**src/rtl/addr_bus_responder.sv**
```systemverilog
// Bus responder with a DEPTH x 8 register array, single-cycle writes and wait-stated reads.
// Define ACCESS_STATS_EN to build the write/read access counters; otherwise they read as 0.
module addr_bus_responder #(
    parameter int DEPTH       = 48,
    parameter int WAIT_CYCLES = 1
) (
    input  logic        clk,
    input  logic        rst,
    input  logic        en,
    input  logic        wr,
    input  logic [5:0]  addr,
    input  logic [7:0]  wdata,
    output logic        ready,
    output logic [7:0]  rdata,
    output logic        rvalid,
    output logic        err,
    output logic [15:0] wr_count,
    output logic [15:0] rd_count
);

    localparam logic [1:0] S_IDLE = 2'd0;
    localparam logic [1:0] S_WAIT = 2'd1;
    localparam logic [1:0] S_RESP = 2'd2;
    localparam logic [1:0] S_ERR  = 2'd3;

    localparam logic [6:0] DEPTH_L  = 7'(DEPTH);
    localparam logic [3:0] CNT_INIT = (WAIT_CYCLES > 0) ? 4'(WAIT_CYCLES - 1) : 4'd0;

    logic [1:0] state_q, state_d;
    logic [3:0] cnt_q, cnt_d;
    logic [5:0] addr_q, addr_d;
    logic       ready_q, rvalid_q, err_q;
    logic [7:0] rdata_q;
    logic [7:0] rd_byte;
    logic [7:0] mem_q [DEPTH];

    logic accept, in_range, wr_en;

    assign accept   = en & ready_q;
    assign in_range = ({1'b0, addr} < DEPTH_L);
    assign wr_en    = accept & wr & in_range;

    always_comb begin
        state_d = state_q;
        cnt_d   = cnt_q;
        addr_d  = addr_q;
        case (state_q)
            S_IDLE: begin
                if (accept) begin
                    if (!in_range) begin
                        state_d = S_ERR;
                    end else if (!wr) begin
                        addr_d = addr;
                        if (WAIT_CYCLES > 0) begin
                            state_d = S_WAIT;
                            cnt_d   = CNT_INIT;
                        end else begin
                            state_d = S_RESP;
                        end
                    end
                end
            end
            S_WAIT: begin
                if (cnt_q == 4'd0) state_d = S_RESP;
                else               cnt_d   = cnt_q - 4'd1;
            end
            default: state_d = S_IDLE;
        endcase
    end

    // addr_d already carries the live address for a zero-wait read, so one mux serves both paths.
    always_comb begin
        rd_byte = 8'h00;
        if ({1'b0, addr_d} < DEPTH_L) rd_byte = mem_q[addr_d];
    end

    always_ff @(posedge clk or posedge rst) begin
        if (rst) begin
            state_q  <= S_IDLE;
            cnt_q    <= 4'd0;
            addr_q   <= 6'd0;
            ready_q  <= 1'b1;
            rvalid_q <= 1'b0;
            err_q    <= 1'b0;
            rdata_q  <= 8'h00;
        end else begin
            state_q  <= state_d;
            cnt_q    <= cnt_d;
            addr_q   <= addr_d;
            ready_q  <= (state_d == S_IDLE);
            rvalid_q <= (state_d == S_RESP);
            err_q    <= (state_d == S_ERR);
            if (state_d == S_RESP) rdata_q <= rd_byte;
        end
    end

    always_ff @(posedge clk or posedge rst) begin
        if (rst) begin
            for (int i = 0; i < DEPTH; i++) mem_q[i] <= 8'h00;
        end else if (wr_en) begin
            mem_q[addr] <= wdata;
        end
    end

`ifdef ACCESS_STATS_EN
    logic [15:0] wr_count_q, rd_count_q;

    always_ff @(posedge clk or posedge rst) begin
        if (rst) begin
            wr_count_q <= 16'd0;
            rd_count_q <= 16'd0;
        end else begin
            if (wr_en)              wr_count_q <= wr_count_q + 16'd1;
            if (state_d == S_RESP)  rd_count_q <= rd_count_q + 16'd1;
        end
    end

    assign wr_count = wr_count_q;
    assign rd_count = rd_count_q;
`else
    assign wr_count = 16'd0;
    assign rd_count = 16'd0;
`endif

    assign ready  = ready_q;
    assign rvalid = rvalid_q;
    assign err    = err_q;
    assign rdata  = rdata_q;

endmodule

```
**config.mk**
```make
export PLATFORM = sky130hd
export DESIGN_NAME = addr_bus_responder
export DESIGN_NICKNAME = d
export VERILOG_FILES = /design/src/rtl/addr_bus_responder.sv
export SDC_FILE = /design/constraint.sdc
export NUM_CORES = 1
export LEC_CHECK = 0
export CAP_MARGIN = 20
export CORE_UTILIZATION = 50
export DETAILED_ROUTE_END_ITERATION = 10
export GPL_ROUTABILITY_DRIVEN = 0
export GPL_TIMING_DRIVEN = 0
export PLACE_DENSITY = 0.72
export SYNTH_ARGS = -nofsm -noshare
export SYNTH_HDL_FRONTEND = slang
export SYNTH_SLANG_ARGS = --single-unit
```
**constraint.sdc**
```tcl
create_clock -name clk -period 19.3 [get_ports clk]
set_input_delay 3.86 -clock clk [delete_from_list [all_inputs] [get_ports clk]]
set_output_delay 3.86 -clock clk [all_outputs]
set_load 0.02 [all_outputs]
```
==> results of run 1 <==
-- flip-flops by register name (all words and copies together) (netlist names) --
| signal | count |
|---|---|
| addr_q | 6 |
| cnt_q | 4 |
| err | 1 |
| mem_q | 384 |
| rdata | 8 |
| ready | 1 |
| rvalid | 1 |
| state_q | 2 |
-- synthesized netlist by cell type (14+ instances only) --
library cell,n
o21ai_0,18
mux2_2,384
dfrtp_1,406
a211oi_1,22
nor2_1,40
nand3_1,25
a2111oi_0,16
a21oi_1,55
buf_4,43
nor3_1,14
and3_1,33
clkbuf_1,67
nand2_1,209
mux2i_1,61
mux4_2,14
a221oi_1,18
buf_2,27
-- per-layer routing --
layer | track usage | up-vias | share of wire
met3 | 0.0795 | 202 | 0.098
li1 | - | 5839 | -
met2 | 0.471 | 736 | 0.45
met4 | 0.177 | 2 | 0.062
met5 | 0 | - | 0.00022
met1 | 0.397 | 7094 | 0.39
-- final timing paths --
path | to | slack [ns] | cells past startpoint
setup / recovery | rdata[3] | 11.75 | 10
hold / removal | mem_q[340] | 0.50 | 1
setup reg to reg | rdata[3] | 15.17 | 9
hold reg to reg | mem_q[340] | 0.50 | 1
max in group asynchronous | mem_q[236] | 13.82 | 4
min in group asynchronous | mem_q[13] | 3.80 | 2
-- cells by family (layout without fill, tap and decap cells) --
logic type,count (synthesis),after routing,share of synthesized area
AOI/OAI and AO/OA,190,190,0.0699
adders and majority gates,2,2,0.00130
other,1,33,0.000194
DFF,407,407,0.527
and+or+nand+nor,358,358,0.0840
xor gates and xnor gates,2,2,0.000907
buffers and inverters,153,253,0.0415
muxes,462,462,0.275
-- power by group --
part	leakage, nW	switching, mW	internal (mW)
clock network	0.696	0.338	0.491
registers	5.62	0.0445	0.904
logic	4.08	0.539	0.230
-- cell type report --
type,count,area [um^2],area share
clock buffers,61,1250,0.0575
clock inverters,14,154,0.00706
inverters,12,55.1,0.00253
plain buffers,141,754,0.0346
diodes,1,2.50,0.000115
repair buffers,25,295,0.0136
flip-flops and latches,407,10200,0.467
well taps,511,639,0.0293
multi-input cells,1046,8450,0.388
-- per-stage QoR --
step / setup slack (ns) / instance area [um^2] / hold WS, ns / total power [mW]
floorplan: 4.12 / 19400 / 0.469 / 1.39
global placement: -0.281 / 20300 / 0.479 / 1.69
detailed placement: 11.42 / 20400 / 0.487 / 1.70
CTS: 11.97 / 21800 / 0.501 / 2.52
global route: 11.71 / 21800 / 0.515 / 2.61
finish: 11.75 / 21800 / 0.501 / 2.55
==> reports/results.tsv, run 1 <==
stage	metric	value	unit
synthesis	synth unique cells	62	
sta	FMAX	0.132	GHz
final_layout	most frequent cells in the layout	406 x dfrtp_1, 384 x mux2_2, 209 x nand2_1	
die	Initial Util	0.511	
die	total die area	39400	um^2
setup_path	CP delay by family, top	buffers and inverters	
synthesis	Synth async-reset ratio	1.00	
placement	Cells after DPL	2140	
final_layout	filler cell count	3038	
synthesis	Synth area leaders	dfrtp_1 53%, mux2_2 22%, nand2_1 4.1%	
grt	largest net degree at the start of global routing	129	
routing	vias per inst	6.25	
routing	DR DRC count	0	
cts	Clock Tree Buf Depth	3	
power	leakage power	10.4	nW
cts	CTS Sinks	407	
grt	vias in the first global route	14083	
cts	worst skew pair latency	0.56	ns
final_layout	commonest non-fill, non-tap cell in the layout	dfrtp_1	
cts	number of buffers inserted by post-CTS setup repair	0	
routing	Vias	13873	
sta	Tmin final	7.55	ns
setup_path	kind of critical path	in2reg	
synthesis	YS warnings	0	
die	core area	37800	um^2
cts	CTS-repair resized insts	0	
setup_path	crit path from	addr[5]	
synthesis	cell taking the most area after synthesis	dfrtp_1	
setup_path	Critical Path RT	19.68	ns
cts	Num CTS Buffers	42	
die	row cnt	71	
final_layout	Area Overhead vs Synth	12.8	%
placement	hpwl dp	41200	um
setup_path	RR Startpoint	state_q[0]	
sta	Slew Limit Fails	0	
setup_path	slowest CP cell	mux2i_4	
final_layout	Nets	1695	
grt	initial antenna violation count	3	
power	PwrDens	117	nW/um^2
placement	count of input and output buffers	19	
sta	RSZ-0062 raised after global routing	no	
setup_path	most frequent CP cell	buf_4	
routing	ANT nets after route	0	
power	worst-case vdd ir drop	57.7	uV
sta	setup TNS	0	ns
setup_path	Startpoint Class	primary input	
routing	drt pass-1 iters	6	
run	maxcap violations	0	
die	die width	199	um
sta	Max transition margin	0.199	
setup_path	CP Buf/Inv Count	4	
grt	gr ovfl total	0	
synthesis	Avg Inst Size Synth	12.3	um^2
setup_path	crit-path max FO	10	
synthesis	post-synthesis sequential area ratio	0.527	
synthesis	number of synthesized flops with an enable pin	0	
status	status	complete, no violations	
min_path	Worst Hold Class	reg2reg	
setup_path	CP Cell Sequence	clkdlybuf4s50_1 > a211o_4 > nor2_8 > mux2i_4 > buf_4 > buf_4 > clkbuf_1 > o21ai_0 > a221oi_1 > a211oi_1	
final_layout	share of cells above drive strength 1	0.328	
die	Ports	61	
cts	Reg clk slew, reported paths	0.06	ns
final_layout	Final Util	0.576	
synthesis	Syn Std Cell Area	19300	um^2
sta	Setup Skew	0.0327	ns
die	Die Y	199	um
routing	DRT iter0 DRCs	1605	
sta	fin crit share	0.391	
setup_path	CP peak stage delay	0.66	ns
cts	Root Driver	clkbuf_16	
grt	gr usage total	0.308	
routing	Detailed Route WL	59000	um
setup_path	CP Capture Type	register	
min_path	hold_sp	mem_q[340]	
final_layout	fin cells	2218	
synthesis	register bit total from synthesis	407	
cts	CTS H-tree lvls	2	
sta	final hold vios	0	
synthesis	ys flop type	dfrtp_1	
sta	Slew @ Worst Pin	1.19	ns
synthesis	share of the synthesized area in the top cell type	0.526	
grt	first-pass GRT wire length	88700	um
cts	CTS tree	done	
synthesis	Mapped Cells	1575	
sta	Final setup viols	0	
cts	hold-fix buffers at CTS	0	
routing	drt wl/cell	26.6	um
setup_path	critical path arrival	7.94	ns
Note: power is estimated with default switching activity, not from simulation.
==> run 2, diff against run 1 <==
- PLACE_DENSITY: 0.72 -> 0.75
- clock period: 19.3 -> 6.1 ns (I/O delays scaled with it)
==> reports/results.tsv, run 2 (synthesis gave the netlist of run 1 again) <==
stage	metric	value	unit
setup_path	R2R depth	9	
routing	M1 WL	22500	um
placement	DP Area	20500	um^2
placement	hpwl dp	41400	um
setup_path	CP Capture Type	register	
routing	DRT iter0 DRCs	1810	
die	die width	199	um
sta	fin crit share	0.785	
setup_path	most frequent CP cell	buf_4	
power	PwrDens	369	nW/um^2
cts	CTS-repair resized insts	0	
routing	met2 WL	26000	um
die	core area	37800	um^2
die	total die area	39400	um^2
final_layout	most frequent cells in the layout	406 x dfrtp_1, 384 x mux2_2, 209 x nand2_1	
cts	worst skew pair latency	0.55	ns
status	status	complete, no violations	
sta	Setup Skew	0.0105	ns
final_layout	post-route cell area	21900	um^2
grt	largest net degree at the start of global routing	45	
setup_path	Startpoint Class	primary input	
sta	RSZ-0062 raised after global routing	no	
cts	Num CTS Buffers	42	
grt	vias in the first global route	13820	
routing	drt wl/cell	26.4	um
routing	Detailed Route WL	58600	um
setup_path	Critical Path RT	6.49	ns
power	worst-case vdd ir drop	198	uV
sta	Tmin final	4.79	ns
setup_path	reg2reg end	rdata[2]	
sta	Max transition margin	0.116	
sta	Final Hold Slack	0.496	ns
cts	Clock Tree Buf Depth	3	
routing	Top Layer Used	met4	
routing	DR DRC count	0	
grt	initial antenna violation count	1	
sta	final hold vios	0	
final_layout	filler cell count	3007	
setup_path	crit-path max FO	10	
cts	Root Driver	clkbuf_16	
setup_path	RR Startpoint	state_q[0]	
final_layout	Largest Register	mem_q	
grt	gr ovfl total	0	
min_path	hold_sp	mem_q[339]	
final_layout	share of cells above drive strength 1	0.329	
setup_path	kind of critical path	in2reg	
min_path	Endpoint, Worst Hold	mem_q[339]	
grt	first-pass GRT wire length	87300	um
sta	Slew Limit Fails	0	
min_path	Worst Hold Class	reg2reg	
cts	hold-fix buffers at CTS	0	
routing	vias per inst	6.34	
run	maxcap violations	0	
final_layout	commonest non-fill, non-tap cell in the layout	dfrtp_1	
setup_path	CP peak stage delay	0.65	ns
final_layout	fin cells	2225	
final_layout	max reg flops	384	
final_layout	Area Overhead vs Synth	13.2	%
die	Ports	61	
setup_path	critical path arrival	5.18	ns
min_path	hold depth	1	
setup_path	CP Cell Sequence	clkdlybuf4s50_1 > a211o_4 > nor2_8 > mux2i_4 > buf_4 > buf_4 > clkbuf_1 > o21ai_0 > a221oi_1 > a211oi_1	
die	row cnt	71	
setup_path	FF-to-FF setup slack	2.11	ns
power	leakage power	10.4	nW
routing	ANT nets after route	0	
grt	gr usage total	0.303	
placement	count of input and output buffers	19	
setup_path	CP delay by family, top	buffers and inverters	
sta	Final setup viols	0	
setup_path	slowest CP cell	mux2i_4	
cts	number of buffers inserted by post-CTS setup repair	0	
cts	CTS H-tree lvls	2	
routing	met3 WL	6450	um
sta	Slew @ Worst Pin	1.32	ns
final_layout	Nets	1701	
cts	Reg clk slew, reported paths	0.07	ns
die	Die Y	199	um
cts	CTS tree	done	
die	Initial Util	0.511	
cts	CTS Sinks	407	
sta	FMAX	0.209	GHz
placement	Cells after DPL	2147	
routing	drt pass-1 iters	7	
routing	Vias	14099	
setup_path	CP Buf/Inv Count	4	
run 2: stage by stage:
stage	worst slack [ns]	setup TNS (ns)	power [mW]	util
after floorplan	-0.603	-244.76	4.40	-
after global placement	-3.03	-1213.27	5.32	0.536
after detailed placement	0.921	0	5.37	0.541
after CTS	1.47	0	7.95	0.578
after global routing	1.28	0	8.26	0.578
final	1.31	0	8.07	0.578
run 2: worst max-delay path by stage:
stage	startpoint	end	slack, ns	cells past startpoint
finish	addr[4]	rdata[2]	1.31	10
global route	addr[4]	rdata[3]	1.28	10
CTS	addr[4]	rdata[2]	1.47	10
detailed placement	addr[4]	rdata[2]	0.92	10
global placement	rst	mem_q[218]	-3.03	2
floorplan	rst	addr_q[0]	-0.60	1
run 2: layout make-up:
class                           count  area (um^2)  share of cell area
Multi-Input combinational cell   1046         8450               0.386
Sequential cell                   407        10200               0.466
Inverter                           12         51.3             0.00234
Tap cell                          511          639              0.0292
Buffer                            141          754              0.0345
Antenna cell                        1         2.50            0.000114
Clock inverter                     12          139             0.00635
Timing Repair Buffer               31          402              0.0184
Clock buffer                       64         1250              0.0574
run 2: power breakdown:
group / internal, mW / switching, mW
clock: 1.54 / 1.07
combinational: 0.736 / 1.72
sequential: 2.86 / 0.138
total: 5.14 / 2.93
run 2: per-layer routing:
layer	GRT usage	up-vias
li1	-	5864
met1	0.387	7186
met2	0.459	840
met3	0.0892	209
met4	0.172	0
met5	0	-
run 2: worst register-to-register path: stages (launching register included):
cell	delay, ns
dfrtp_1	0.49
a211o_4	0.39
nor2_8	0.16
mux2i_4	0.65
buf_4	0.36
buf_4	0.28
clkbuf_1	0.54
o21ai_0	0.31
a221oi_1	0.55
a211oi_1	0.10
==> run 3, diff against run 2 <==
- PLACE_DENSITY: 0.75 -> 0.72
- clock period: 6.1 -> 4.48 ns (I/O delays scaled with it)
==> reports/results.tsv, run 3 (synthesis gave the netlist of run 1 again) <==
stage	metric	value	unit
status	status	complete, no violations	
final_layout	most frequent cells in the layout	406 x dfrtp_1, 384 x mux2_2, 209 x nand2_1	
power	PwrDens	492	nW/um^2
setup_path	Startpoint Class	primary input	
setup_path	FF-to-FF setup slack	0.50	ns
cts	Reg clk slew, reported paths	0.06	ns
die	Ports	61	
cts	worst skew pair latency	0.55	ns
sta	Slew Limit Fails	0	
final_layout	fin cells	2218	
grt	gr ovfl total	0	
grt	largest net degree at the start of global routing	44	
run	maxcap violations	0	
power	leakage power	10.4	nW
routing	Detailed Route WL	58600	um
final_layout	register area	10200	um^2
sta	RSZ-0062 raised after global routing	no	
final_layout	max reg flops	384	
die	die width	199	um
power	worst-case vdd ir drop	323	uV
final_layout	Nets	1699	
cts	number of buffers inserted by post-CTS setup repair	0	
cts	Root Driver	clkbuf_16	
grt	vias in the first global route	13959	
sta	FMAX	0.223	GHz
sta	final hold vios	0	
routing	DRT iter0 DRCs	1463	
final_layout	filler cell count	3065	
setup_path	CP Capture Type	register	
sta	Slew @ Worst Pin	1.26	ns
placement	hpwl dp	41700	um
setup_path	crit-path max FO	19	
die	Die Y	199	um
final_layout	share of cells above drive strength 1	0.324	
cts	CTS-repair resized insts	0	
sta	Tmin final	4.48	ns
sta	Max transition margin	0.151	
final_layout	commonest non-fill, non-tap cell in the layout	dfrtp_1	
placement	Cells after DPL	2146	
die	row cnt	71	
sta	Final Hold Slack	0.498	ns
setup_path	Critical Path RT	4.89	ns
final_layout	Largest Register	mem_q	
routing	drt wl/cell	26.4	um
routing	ANT nets after route	0	
routing	drt pass-1 iters	5	
sta	fin crit share	1.00	
routing	vias per inst	6.24	
setup_path	kind of critical path	in2reg	
routing	Vias	13842	
power	overall power	10.7	mW
cts	CTS Sinks	407	
cts	hold-fix buffers at CTS	0	
die	Initial Util	0.511	
setup_path	critical path arrival	4.89	ns
cts	CTS H-tree lvls	2	
final_layout	area of the multi-input gates	8450	um^2
routing	DR DRC count	0	
placement	DP Area	20500	um^2
final_layout	post-route cell area	21800	um^2
sta	Setup Skew	0.0134	ns
sta	Final setup viols	0	
min_path	Worst Hold Class	reg2reg	
die	total die area	39400	um^2
grt	first-pass GRT wire length	88400	um
final_layout	Area Overhead vs Synth	12.6	%
cts	Clock Tree Buf Depth	3	
grt	initial antenna violation count	3	
final_layout	Final Util	0.575	
cts	Num CTS Buffers	42	
die	core area	37800	um^2
grt	gr usage total	0.306	
cts	CTS tree	done	
placement	count of input and output buffers	19	
[run 3: power breakdown]
group,internal (mW),switching (mW)
combinational,0.997,2.31
clock,1.89,1.42
sequential,3.89,0.188
total,6.78,3.91
[run 3: cell type report]
cell class,instances,share of cell area
multi-input cells,1046,0.388
diodes,1,0.000115
clock inverters,5,0.00132
well taps,511,0.0294
inverters,12,0.00236
flip-flops and latches,407,0.468
repair buffers,30,0.0185
plain buffers,140,0.0345
clock buffers,66,0.0571
[run 3: stage by stage]
stage / setup slack, ns / TNS, ns
after CTS: 0.119 / 0
final: 0.00220 / 0
after global routing: 0.0517 / 0
after global placement: -4.34 / -1753.98
after detailed placement: -0.448 / -2.03
after floorplan: -1.90 / -771.33
[run 3: layer usage]
layer,vias up,share of wire,track usage
li1,5828,-,-
met1,7038,0.38,0.386
met2,767,0.45,0.471
met3,209,0.10,0.0846
met4,0,0.063,0.183
met5,-,0,0
[run 3: path summary, 6_finish.rpt]
| kind | from | endpoint | cells after the start |
|---|---|---|---|
| hold / removal | mem_q[63] | mem_q[63] | 1 |
| setup / recovery | addr[4] | rdata[6] | 10 |
| min in group asynchronous | rst | mem_q[270] | 2 |
| hold reg to reg | mem_q[63] | mem_q[63] | 1 |
| max in group asynchronous | rst | mem_q[144] | 6 |
| setup reg to reg | state_q[0] | rdata[6] | 9 |
[run 3: critical path, stage by stage]
cell	delay, ns
clkdlybuf4s50_1	0.57
a211o_4	0.44
nor2_8	0.16
mux2i_4	0.67
buf_4	0.36
buf_4	0.34
nor3_1	0.12
a2111oi_1	1.03
o2bb2ai_1	0.22
a211oi_1	0.07
